$ cat config.mk
export PLATFORM = sky130hd
export DESIGN_NAME = alu_issue_flat
export DESIGN_NICKNAME = d
export VERILOG_FILES = /design/src/rtl/alu_issue_pkg.sv /design/src/rtl/alu_issue_if.sv /design/src/rtl/alu_issue.sv /design/src/flat_wrapper.sv
export SDC_FILE = /design/constraint.sdc
export NUM_CORES = 1
export LEC_CHECK = 0
export BUFFER_PORTS_ARGS = -buffer_cell sky130_fd_sc_hd__buf_2
export CORE_ASPECT_RATIO = 1.1
export CORE_UTILIZATION = 45
export DETAILED_ROUTE_END_ITERATION = 6
export MAX_ROUTING_LAYER = met4
export PLACE_DENSITY = 0.76
export SLEW_MARGIN = 10
export SYNTH_ARGS = -nofsm -noshare
export SYNTH_HDL_FRONTEND = slang
export SYNTH_SLANG_ARGS = --single-unit
$ cat constraint.sdc
create_clock -name clk -period 2.9 [get_ports clk]
set_input_delay 0.435 -clock clk [delete_from_list [all_inputs] [get_ports clk]]
set_output_delay 0.435 -clock clk [all_outputs]
set_load 0.02 [all_outputs]
$ cat src/rtl/alu_issue_pkg.sv
// Shared types for the ALU issue stage: data word, ALU opcode and issue FSM state.
package alu_issue_pkg;

  localparam int WORD_W = 32;

  typedef logic [WORD_W-1:0] word;

  localparam word ZERO_WORD = '0;

  typedef enum logic [3:0] {
    alu_nop  = 4'd0,
    alu_add  = 4'd1,
    alu_sub  = 4'd2,
    alu_and  = 4'd3,
    alu_or   = 4'd4,
    alu_xor  = 4'd5,
    alu_eq   = 4'd6,
    alu_ge_s = 4'd7
  } aluop;

  typedef enum logic [1:0] {
    IDLE = 2'd0,
    EXEC = 2'd1,
    HOLD = 2'd2
  } alu_issue_state_e;

endpackage

$ cat src/rtl/alu_issue_if.sv
// Decode request, ALU operand/result and writeback response signals of the issue stage.
interface alu_issue_if #(
  parameter int RD_W = 5
);
  import alu_issue_pkg::*;

  logic            req_valid_i;
  logic            req_ready_o;
  aluop            req_op_i;
  word             req_data1_i;
  word             req_data2_i;
  logic [RD_W-1:0] req_rd_i;

  aluop            ALU_op_o;
  word             ALU_data1_o;
  word             ALU_data2_o;
  word             ALU_result_i;
  logic            ALU_busy_i;

  logic            rsp_valid_o;
  logic            rsp_ready_i;
  word             rsp_result_o;
  logic [RD_W-1:0] rsp_rd_o;
  logic            rsp_err_o;

  modport master (
    input  req_valid_i, req_op_i, req_data1_i, req_data2_i, req_rd_i,
    input  ALU_result_i, ALU_busy_i, rsp_ready_i,
    output req_ready_o, ALU_op_o, ALU_data1_o, ALU_data2_o,
    output rsp_valid_o, rsp_result_o, rsp_rd_o, rsp_err_o
  );

  modport slave (
    output req_valid_i, req_op_i, req_data1_i, req_data2_i, req_rd_i,
    output ALU_result_i, ALU_busy_i, rsp_ready_i,
    input  req_ready_o, ALU_op_o, ALU_data1_o, ALU_data2_o,
    input  rsp_valid_o, rsp_result_o, rsp_rd_o, rsp_err_o
  );

endinterface

$ cat src/rtl/alu_issue.sv
// Issues one operation at a time to the ALU, waits out busy under a watchdog and
// hands the captured result to writeback.
//   state | meaning
//   IDLE  | no operation in flight, ready for decode
//   EXEC  | operands driven to the ALU, waiting for busy to drop
//   HOLD  | response presented to writeback until accepted
module alu_issue
  import alu_issue_pkg::*;
#(
  parameter int BUSY_MAX = 16,
  parameter int RD_W     = 5
) (
  input  logic        clk,
  input  logic        rst_n,
  input  logic        flush_i,
  alu_issue_if.master bus
);

  localparam int              WD_W    = $clog2(BUSY_MAX + 1);
  localparam logic [WD_W-1:0] WD_LAST = WD_W'(BUSY_MAX - 1);
  localparam logic [WD_W-1:0] WD_SAT  = WD_W'(BUSY_MAX);

  alu_issue_state_e state_q, state_d;
  aluop             op_q, op_d;
  word              data1_q, data1_d;
  word              data2_q, data2_d;
  logic [RD_W-1:0]  rd_q, rd_d;
  logic [WD_W-1:0]  wd_q, wd_d;
  logic             rsp_valid_q, rsp_valid_d;
  word              rsp_result_q, rsp_result_d;
  logic [RD_W-1:0]  rsp_rd_q, rsp_rd_d;
  logic             rsp_err_q, rsp_err_d;

  logic req_ready;
  logic accept;

  assign req_ready = !flush_i &&
                     ((state_q == IDLE) || ((state_q == HOLD) && bus.rsp_ready_i));
  assign accept    = bus.req_valid_i && req_ready;

  always_ff @(posedge clk or negedge rst_n) begin
    if (!rst_n) begin
      state_q      <= IDLE;
      op_q         <= alu_nop;
      data1_q      <= ZERO_WORD;
      data2_q      <= ZERO_WORD;
      rd_q         <= '0;
      wd_q         <= '0;
      rsp_valid_q  <= 1'b0;
      rsp_result_q <= ZERO_WORD;
      rsp_rd_q     <= '0;
      rsp_err_q    <= 1'b0;
    end else begin
      state_q      <= state_d;
      op_q         <= op_d;
      data1_q      <= data1_d;
      data2_q      <= data2_d;
      rd_q         <= rd_d;
      wd_q         <= wd_d;
      rsp_valid_q  <= rsp_valid_d;
      rsp_result_q <= rsp_result_d;
      rsp_rd_q     <= rsp_rd_d;
      rsp_err_q    <= rsp_err_d;
    end
  end

  always_comb begin
    state_d      = state_q;
    op_d         = op_q;
    data1_d      = data1_q;
    data2_d      = data2_q;
    rd_d         = rd_q;
    wd_d         = wd_q;
    rsp_valid_d  = rsp_valid_q;
    rsp_result_d = rsp_result_q;
    rsp_rd_d     = rsp_rd_q;
    rsp_err_d    = rsp_err_q;

    case (state_q)
      IDLE: ;
      EXEC: begin
        if (!bus.ALU_busy_i || (wd_q == WD_LAST)) begin
          rsp_valid_d  = 1'b1;
          rsp_rd_d     = rd_q;
          rsp_err_d    = bus.ALU_busy_i;
          rsp_result_d = bus.ALU_busy_i ? ZERO_WORD : bus.ALU_result_i;
          state_d      = HOLD;
          op_d         = alu_nop;
          data1_d      = ZERO_WORD;
          data2_d      = ZERO_WORD;
          if (bus.ALU_busy_i) wd_d = WD_SAT;
        end else begin
          wd_d = wd_q + 1'b1;
        end
      end
      HOLD: begin
        if (bus.rsp_ready_i) begin
          rsp_valid_d = 1'b0;
          state_d     = IDLE;
        end
      end
      default: state_d = IDLE;
    endcase

    // A response handshake and a new acceptance can share one edge in HOLD.
    if (accept) begin
      op_d    = bus.req_op_i;
      data1_d = bus.req_data1_i;
      data2_d = bus.req_data2_i;
      rd_d    = bus.req_rd_i;
      wd_d    = '0;
      state_d = EXEC;
    end

    if (flush_i) begin
      state_d     = IDLE;
      rsp_valid_d = 1'b0;
      op_d        = alu_nop;
      data1_d     = ZERO_WORD;
      data2_d     = ZERO_WORD;
      wd_d        = '0;
    end
  end

  assign bus.req_ready_o  = req_ready;
  assign bus.ALU_op_o     = op_q;
  assign bus.ALU_data1_o  = data1_q;
  assign bus.ALU_data2_o  = data2_q;
  assign bus.rsp_valid_o  = rsp_valid_q;
  assign bus.rsp_result_o = rsp_result_q;
  assign bus.rsp_rd_o     = rsp_rd_q;
  assign bus.rsp_err_o    = rsp_err_q;

  a_valid_in_hold: assert property (@(posedge clk) disable iff (!rst_n)
    rsp_valid_q |-> (state_q == HOLD));

  a_no_ready_in_exec: assert property (@(posedge clk) disable iff (!rst_n)
    (state_q == EXEC) |-> !req_ready);

  a_alu_stable: assert property (@(posedge clk) disable iff (!rst_n)
    ((state_q == EXEC) && (state_d == EXEC)) |=>
      ($stable(op_q) && $stable(data1_q) && $stable(data2_q)));

endmodule

$ cat src/flat_wrapper.sv
// flat-port wrapper written by rule: the top's interface ports become plain ports
module alu_issue_flat import alu_issue_pkg::*;
#(
  parameter int BUSY_MAX = 16,
  parameter int RD_W     = 5
)
  (clk, rst_n, flush_i, bus_req_valid_i, bus_req_op_i, bus_req_data1_i, bus_req_data2_i, bus_req_rd_i, bus_ALU_result_i, bus_ALU_busy_i, bus_rsp_ready_i, bus_req_ready_o, bus_ALU_op_o, bus_ALU_data1_o, bus_ALU_data2_o, bus_rsp_valid_o, bus_rsp_result_o, bus_rsp_rd_o, bus_rsp_err_o);
  alu_issue_if #(.RD_W(RD_W)) bus_i ();
  input  logic clk;
  input  logic rst_n;
  input  logic flush_i;
  input wire logic [$bits(bus_i.req_valid_i)-1:0] bus_req_valid_i;
  input wire logic [$bits(bus_i.req_op_i)-1:0] bus_req_op_i;
  input wire logic [$bits(bus_i.req_data1_i)-1:0] bus_req_data1_i;
  input wire logic [$bits(bus_i.req_data2_i)-1:0] bus_req_data2_i;
  input wire logic [$bits(bus_i.req_rd_i)-1:0] bus_req_rd_i;
  input wire logic [$bits(bus_i.ALU_result_i)-1:0] bus_ALU_result_i;
  input wire logic [$bits(bus_i.ALU_busy_i)-1:0] bus_ALU_busy_i;
  input wire logic [$bits(bus_i.rsp_ready_i)-1:0] bus_rsp_ready_i;
  output wire logic [$bits(bus_i.req_ready_o)-1:0] bus_req_ready_o;
  output wire logic [$bits(bus_i.ALU_op_o)-1:0] bus_ALU_op_o;
  output wire logic [$bits(bus_i.ALU_data1_o)-1:0] bus_ALU_data1_o;
  output wire logic [$bits(bus_i.ALU_data2_o)-1:0] bus_ALU_data2_o;
  output wire logic [$bits(bus_i.rsp_valid_o)-1:0] bus_rsp_valid_o;
  output wire logic [$bits(bus_i.rsp_result_o)-1:0] bus_rsp_result_o;
  output wire logic [$bits(bus_i.rsp_rd_o)-1:0] bus_rsp_rd_o;
  output wire logic [$bits(bus_i.rsp_err_o)-1:0] bus_rsp_err_o;
  assign bus_i.req_valid_i = bus_req_valid_i;
  assign bus_i.req_op_i = bus_req_op_i;
  assign bus_i.req_data1_i = bus_req_data1_i;
  assign bus_i.req_data2_i = bus_req_data2_i;
  assign bus_i.req_rd_i = bus_req_rd_i;
  assign bus_i.ALU_result_i = bus_ALU_result_i;
  assign bus_i.ALU_busy_i = bus_ALU_busy_i;
  assign bus_i.rsp_ready_i = bus_rsp_ready_i;
  assign bus_req_ready_o = bus_i.req_ready_o;
  assign bus_ALU_op_o = bus_i.ALU_op_o;
  assign bus_ALU_data1_o = bus_i.ALU_data1_o;
  assign bus_ALU_data2_o = bus_i.ALU_data2_o;
  assign bus_rsp_valid_o = bus_i.rsp_valid_o;
  assign bus_rsp_result_o = bus_i.rsp_result_o;
  assign bus_rsp_rd_o = bus_i.rsp_rd_o;
  assign bus_rsp_err_o = bus_i.rsp_err_o;
  alu_issue #(.BUSY_MAX(BUSY_MAX), .RD_W(RD_W)) u_core (.clk(clk), .rst_n(rst_n), .flush_i(flush_i), .bus(bus_i));
endmodule
**Word level (Yosys, flattened, before mapping)**

Cells that the tools add are included.

- Register bits: 119
- Bits of input ports: 111
- Output and inout bits: 108
- Word-level logic and storage cells: 61

- Add/sub/neg operators: 1
- Equal/unequal tests: 9
- Multiplexer cells: 25
- Reduce and logical (&&, ||, !) cells: 16

Operator list:

| operator | number |
|---|---|
| 32-bit two-way mux | 7 |
| 5-bit two-way mux | 5 |
| 4-bit two-way mux | 4 |
| 3-bit nonzero test | 3 |
| 2-bit two-way mux | 4 |
| 4-bit by 3-bit != test with 1-bit output (second input constant) | 2 |
| 3-bit by 2-bit != test with 1-bit output (second input constant) | 2 |
| 2-bit one-hot mux with 3 select lines | 1 |
| 2-bit AND reduction | 3 |
| 3-bit AND reduction | 2 |
| 5-bit by 1-bit adder with 5-bit output (second input constant) | 1 |
| 5-bit by 4-bit == test with 1-bit output (second input constant) | 1 |
| 4-bit by 2-bit != test with 1-bit output (second input constant) | 1 |
| 1-bit logical AND | 3 |
| 1-bit two-way mux | 3 |
| 3-bit != test (second input constant) | 1 |
| 2-bit by 1-bit == test with 1-bit output (second input constant) | 1 |
| 2-bit == test (second input constant) | 1 |
| 1-bit logical NOT | 2 |
| 2-bit logical NOT | 1 |
| 1-bit logical OR | 2 |
| 1-bit one-hot mux with 2 select lines | 1 |

**Depth between registers and ports, before layout**

- Depth in word-level cells: 7
- Mapped depth: 9
- Gate-level depth less buffers: 6

**Worst setup path after synthesis**

No wires, ideal clock.

- Path type: register to register
- From: register u_core.wd_q[0]
- To: register u_core.wd_q[3]
- Setup time: 77 ps
- Arrival: 1,954 ps
- Data required time: 2,823 ps
- Setup slack: 869 ps
- Stages on the path, launching flop included: 7
- Path buffers: 0
- Clock period less this slack: 2,031 ps
- Cell sequence: dfrtp_1 -> ha_1 -> and3_1 -> ha_1 -> or3b_4 -> or4_1 -> a21oi_1

- Cells in the longest elaborated chain, start to end: 6
- Elaborated cells between the ends (all ways): 9
- Classes of those cells: add/sub: 1; eq/ne: 2; mux: 4; reduce/logical: 2

Ends and longest elaborated chain:

| what | line | source |
|---|---|---|
| start: declaration | alu_issue.sv:28 | `logic [WD_W-1:0] wd_q, wd_d;` |
| start signal: assignment | alu_issue.sv:59 | `wd_q <= wd_d;` |
| branches (longest 6 deep; another with 5-bit by 1-bit adder with 5-bit output) | - |  |

Parallel ways; which one is timed is not known. The select of a mux whose other input is x is not followed.
A chain may end at the register's enable or synchronous reset.

**Worst setup path after layout**

- From: register u_core.wd_q[0]
- To: register u_core.data1_q[30], in the netlist u_core.bus.ALU_data1_o[30]

- Cells in the longest elaborated chain, start to end: 4

Ends and longest elaborated chain:

| what | line | source |
|---|---|---|
| 5-bit by 4-bit == test with 1-bit output | alu_issue.sv:82 | `if (!bus.ALU_busy_i \|\| (wd_q == WD_LAST)) begin` |
| 1-bit logical OR | alu_issue.sv:82 |  |
| 3-bit nonzero test (no source line) | - |  |
| 2-bit AND reduction (no source line) | - |  |
| end signal: assignment | alu_issue.sv:56 | `data1_q <= data1_d;` |
| end: declaration | alu_issue.sv:25 | `word data1_q, data1_d;` |

No other way between the ends.

==> qor.csv <==
stage;metric;value;unit
timing;max_slew_margin;46.19;%
hold_path;holdCritPathClass;input port to async pin;
floorplanning;io-pin-count;219;
logic_synthesis;ys_top_cells_by_area;dfrtp_1, mux2i_1, o211ai_1;
drt;drt_iter0_drc;267;
cts;numClockSinks;119;
job;max_cap_viol_count;0;
global_routing;grt_pass1_vias;4258;
logic_synthesis;ys_seq_elements;119;
finish;final_area;7132;um^2
power_and_ir_drop;p_int;3.779;mW
global_routing;grt_max_degree;73;
worst_setup_path;regToRegStartpoint;u_core.wd_q[0]$_DFFE_PN0P_;
timing;setup_ws;0.5596;ns
drt;wl_per_cell;16.00;um
drt;avgViaCountPerCell;5.205;
floorplanning;initial_core_util;45.98;%
logic_synthesis;syn_nets;560;
finish;final_cell_mix;buf_2, dfrtp_1, inv_1;
placed_design;placed_area;6492;um^2
finish;fin_cells;819;
logic_synthesis;seq_area_frac_synth;56.61;%
worst_setup_path;crit_path_start_kind;flop;
drt;vias;4263;
floorplanning;die-width;105.1;um
worst_setup_path;worstReg2RegEnd;u_core.bus.ALU_data1_o[30]$_DFFE_PN0P_;
cts;htree_levels;4;
cts;cts_tree;built;
cts;numCtsBuffers;17;
floorplanning;num_rows;41;
logic_synthesis;syn_inst;447;
logic_synthesis;ys.flop_type;dfrtp_1;
placed_design;port_buffers;218;
power_and_ir_drop;p_leak;4.133;nW
placed_design;routabilityCongestion;0.8306;
worst_setup_path;worst-endpoint-arrival;2.67;ns
placed_design;post-place-ws;0.6188;ns
logic_synthesis;synthArstFlopShare;100.0;%
logic_synthesis;ys_types;32;
worst_setup_path;crit_required;3.23;ns
finish;fin_nets;769;
finish;final_common_cell;buf_2;
cts;cts_setup_buffers;0;
logic_synthesis;yosysWarnings;0;
timing;fmax;427.3;MHz
global_routing;grt-ovfl-total;0;
power_and_ir_drop;pwr-share-seq;37.9;%
global_routing;antenna_found_initial;0;
power_and_ir_drop;swShare;29.37;%
worst_setup_path;r2r_slack;0.56;ns
worst_setup_path;r2r_cells;7;
power_and_ir_drop;power_frac_comb;19.7;%
worst_setup_path;worstSetupPathType;flop to flop;
logic_synthesis;avgSynthCellArea;11.77;um^2
floorplanning;die_area;12130;um^2
logic_synthesis;syn_area;5260;um^2
timing;hold_violations;0;
power_and_ir_drop;clkPwrFrac;42.4;%
drt;final_antenna_net_count;0;
timing;fin_setup_tns;0;ns
timing;period_needed;2.340;ns
finish;fillers;939;
power_and_ir_drop;p_sw;1.571;mW
cts;clk_latency;0.41;ns
cts;cts_buffer_depth;2;
finish;antennaDiodeCount;0;
worst_setup_path;cp-end-kind;flop;
cts;ctsHoldBuffers;0;
floorplanning;die_y;115.4;um
cts;clkTransAtPathRegs;0.06;ns
cts;cts-resized-gates;0;
run_status;status;finished, final reports clean;
drt;dr.pass1.iters;4;
timing;setup_viol;0;
drt;drc;0;
global_routing;grt_pass1_wl;21020;um
finish;synthToLayoutAreaGrowth;35.59;%
placed_design;hpwl;8661;um
global_routing;track_usage;22.97;%
timing;worstMarginPinSlew;0.8071;ns
power_and_ir_drop;powerDensity;750.2;nW/um^2
floorplanning;core_area;11440;um^2
timing;finClkSkew;0.006485;ns
drt;finalWirelength;13100;um
worst_setup_path;cp_max_fo;69;
placed_design;place_inst;787;
finish;final_layout_size_suffix_gt1_share;41.55;%
timing;rsz0062_at_grt;no;
logic_synthesis;synth_top_area_cell;dfrtp_1;
logic_synthesis;yosys.area.top_type_share;56.61;%
power_and_ir_drop;ir_drop;0.4088;mV
timing;maxSlewViolCount;0;
cts;cts_root_buffer;clkbuf_16;
power_and_ir_drop;fin_total_pwr;5.350;mW
logic_synthesis;synth_enable_flop_cells;0;
timing;fin_crit_sh;80.70;%
-- critical path, cell delays in order, from the launching register on --
cell	delay [ns]
dfrtp_1	0.42
ha_1	0.24
and3_1	0.19
ha_1	0.26
nor2b_4	0.13
buf_4	0.59
o211ai_1	0.17
mux2i_1	0.19
-- power by group through the flow --
| stage | registers (mW) | clock network, mW | logic (mW) |
|---|---|---|---|
| floorplan | 2.32 | 0 | 0.357 |
| global placement | 2.04 | 0 | 1.03 |
| detailed placement | 2.05 | 0 | 1.06 |
| CTS | 2.03 | 2.31 | 1.07 |
| global route | 2.05 | 2.39 | 1.14 |
| finish | 2.03 | 2.27 | 1.06 |
-- logic make-up after synthesis --
family	Yosys count	share of synthesized area [%]
buffers and inverters	112	8.349
AOI/OAI and AO/OA	111	16.51
adders and majority gates	2	0.4757
muxes	78	15.08
and+or+nand+nor	25	2.973
DFF	119	56.61
-- how the worst max path moves through the flow --
stage	slack, ns	endpoint	cells past startpoint	startpoint
6_report	0.56	u_core.bus.ALU_data1_o[30]$_DFFE_PN0P_	7	u_core.wd_q[0]$_DFFE_PN0P_
5_1_grt	0.40	u_core.bus.rsp_result_o[31]$_DFFE_PN0P_	7	u_core.wd_q[0]$_DFFE_PN0P_
3_5_place_dp	0.62	u_core.bus.ALU_op_o[1]$_DFFE_PN0P_	7	u_core.wd_q[0]$_DFFE_PN0P_
4_1_cts	0.58	u_core.bus.rsp_result_o[0]$_DFFE_PN0P_	7	u_core.wd_q[0]$_DFFE_PN0P_
3_3_place_gp	0.71	u_core.wd_q[2]$_DFFE_PN0P_	7	u_core.wd_q[0]$_DFFE_PN0P_
2_1_floorplan	0.87	u_core.wd_q[3]$_DFFE_PN0P_	6	u_core.wd_q[0]$_DFFE_PN0P_
-- metrics by stage --
step	utilization [%]	hold WS [ns]
final	62.34	0.08782
after global routing	62.34	0.1404
after CTS	62.34	0.09727
after detailed placement	56.75	0.4867
after global placement	56.75	0.4797
after floorplan	-	0.1394
-- routing by layer --
layer	vias up	GRT usage, %	part of all wire, %
li1	2014	-	-
met1	2064	28.77	45
met2	165	36.34	48
met3	20	5.499	4.7
met4	0	8.732	1.9
met5	-	-	0
-- area by class of cell --
| class | instances | area [um^2] | area share, % |
|---|---|---|---|
| tap | 150 | 187.7 | 2.632 |
| timing repair buffer | 228 | 1194 | 16.74 |
| multi-input combinational | 216 | 1856 | 26.02 |
| inverter | 74 | 277.8 | 3.895 |
| clock buffer | 17 | 425.4 | 5.965 |
| sequential | 119 | 2978 | 41.75 |
| clock inverter | 15 | 214.0 | 3.000 |
-- synthesized netlist by cell type, drive strengths merged (3+ instances only) --
master / count
mux2: 10
nand3: 3
clkbuf: 23
dfrtp: 119
inv: 74
nor2: 3
o211ai: 68
a22o: 32
a21oi: 3
buf: 15
mux2i: 68
-- registers in the layout (all words and copies together), names as in the netlist --
signal / flops
u_core.state_q: 2
u_core.bus.rsp_valid_o: 1
u_core.rd_q: 5
u_core.wd_q: 5
u_core.bus.rsp_rd_o: 5
u_core.bus.ALU_data1_o: 32
u_core.bus.ALU_data2_o: 32
u_core.bus.rsp_result_o: 32
u_core.bus.ALU_op_o: 4
u_core.bus.rsp_err_o: 1
(Power assumes the default switching activity.)
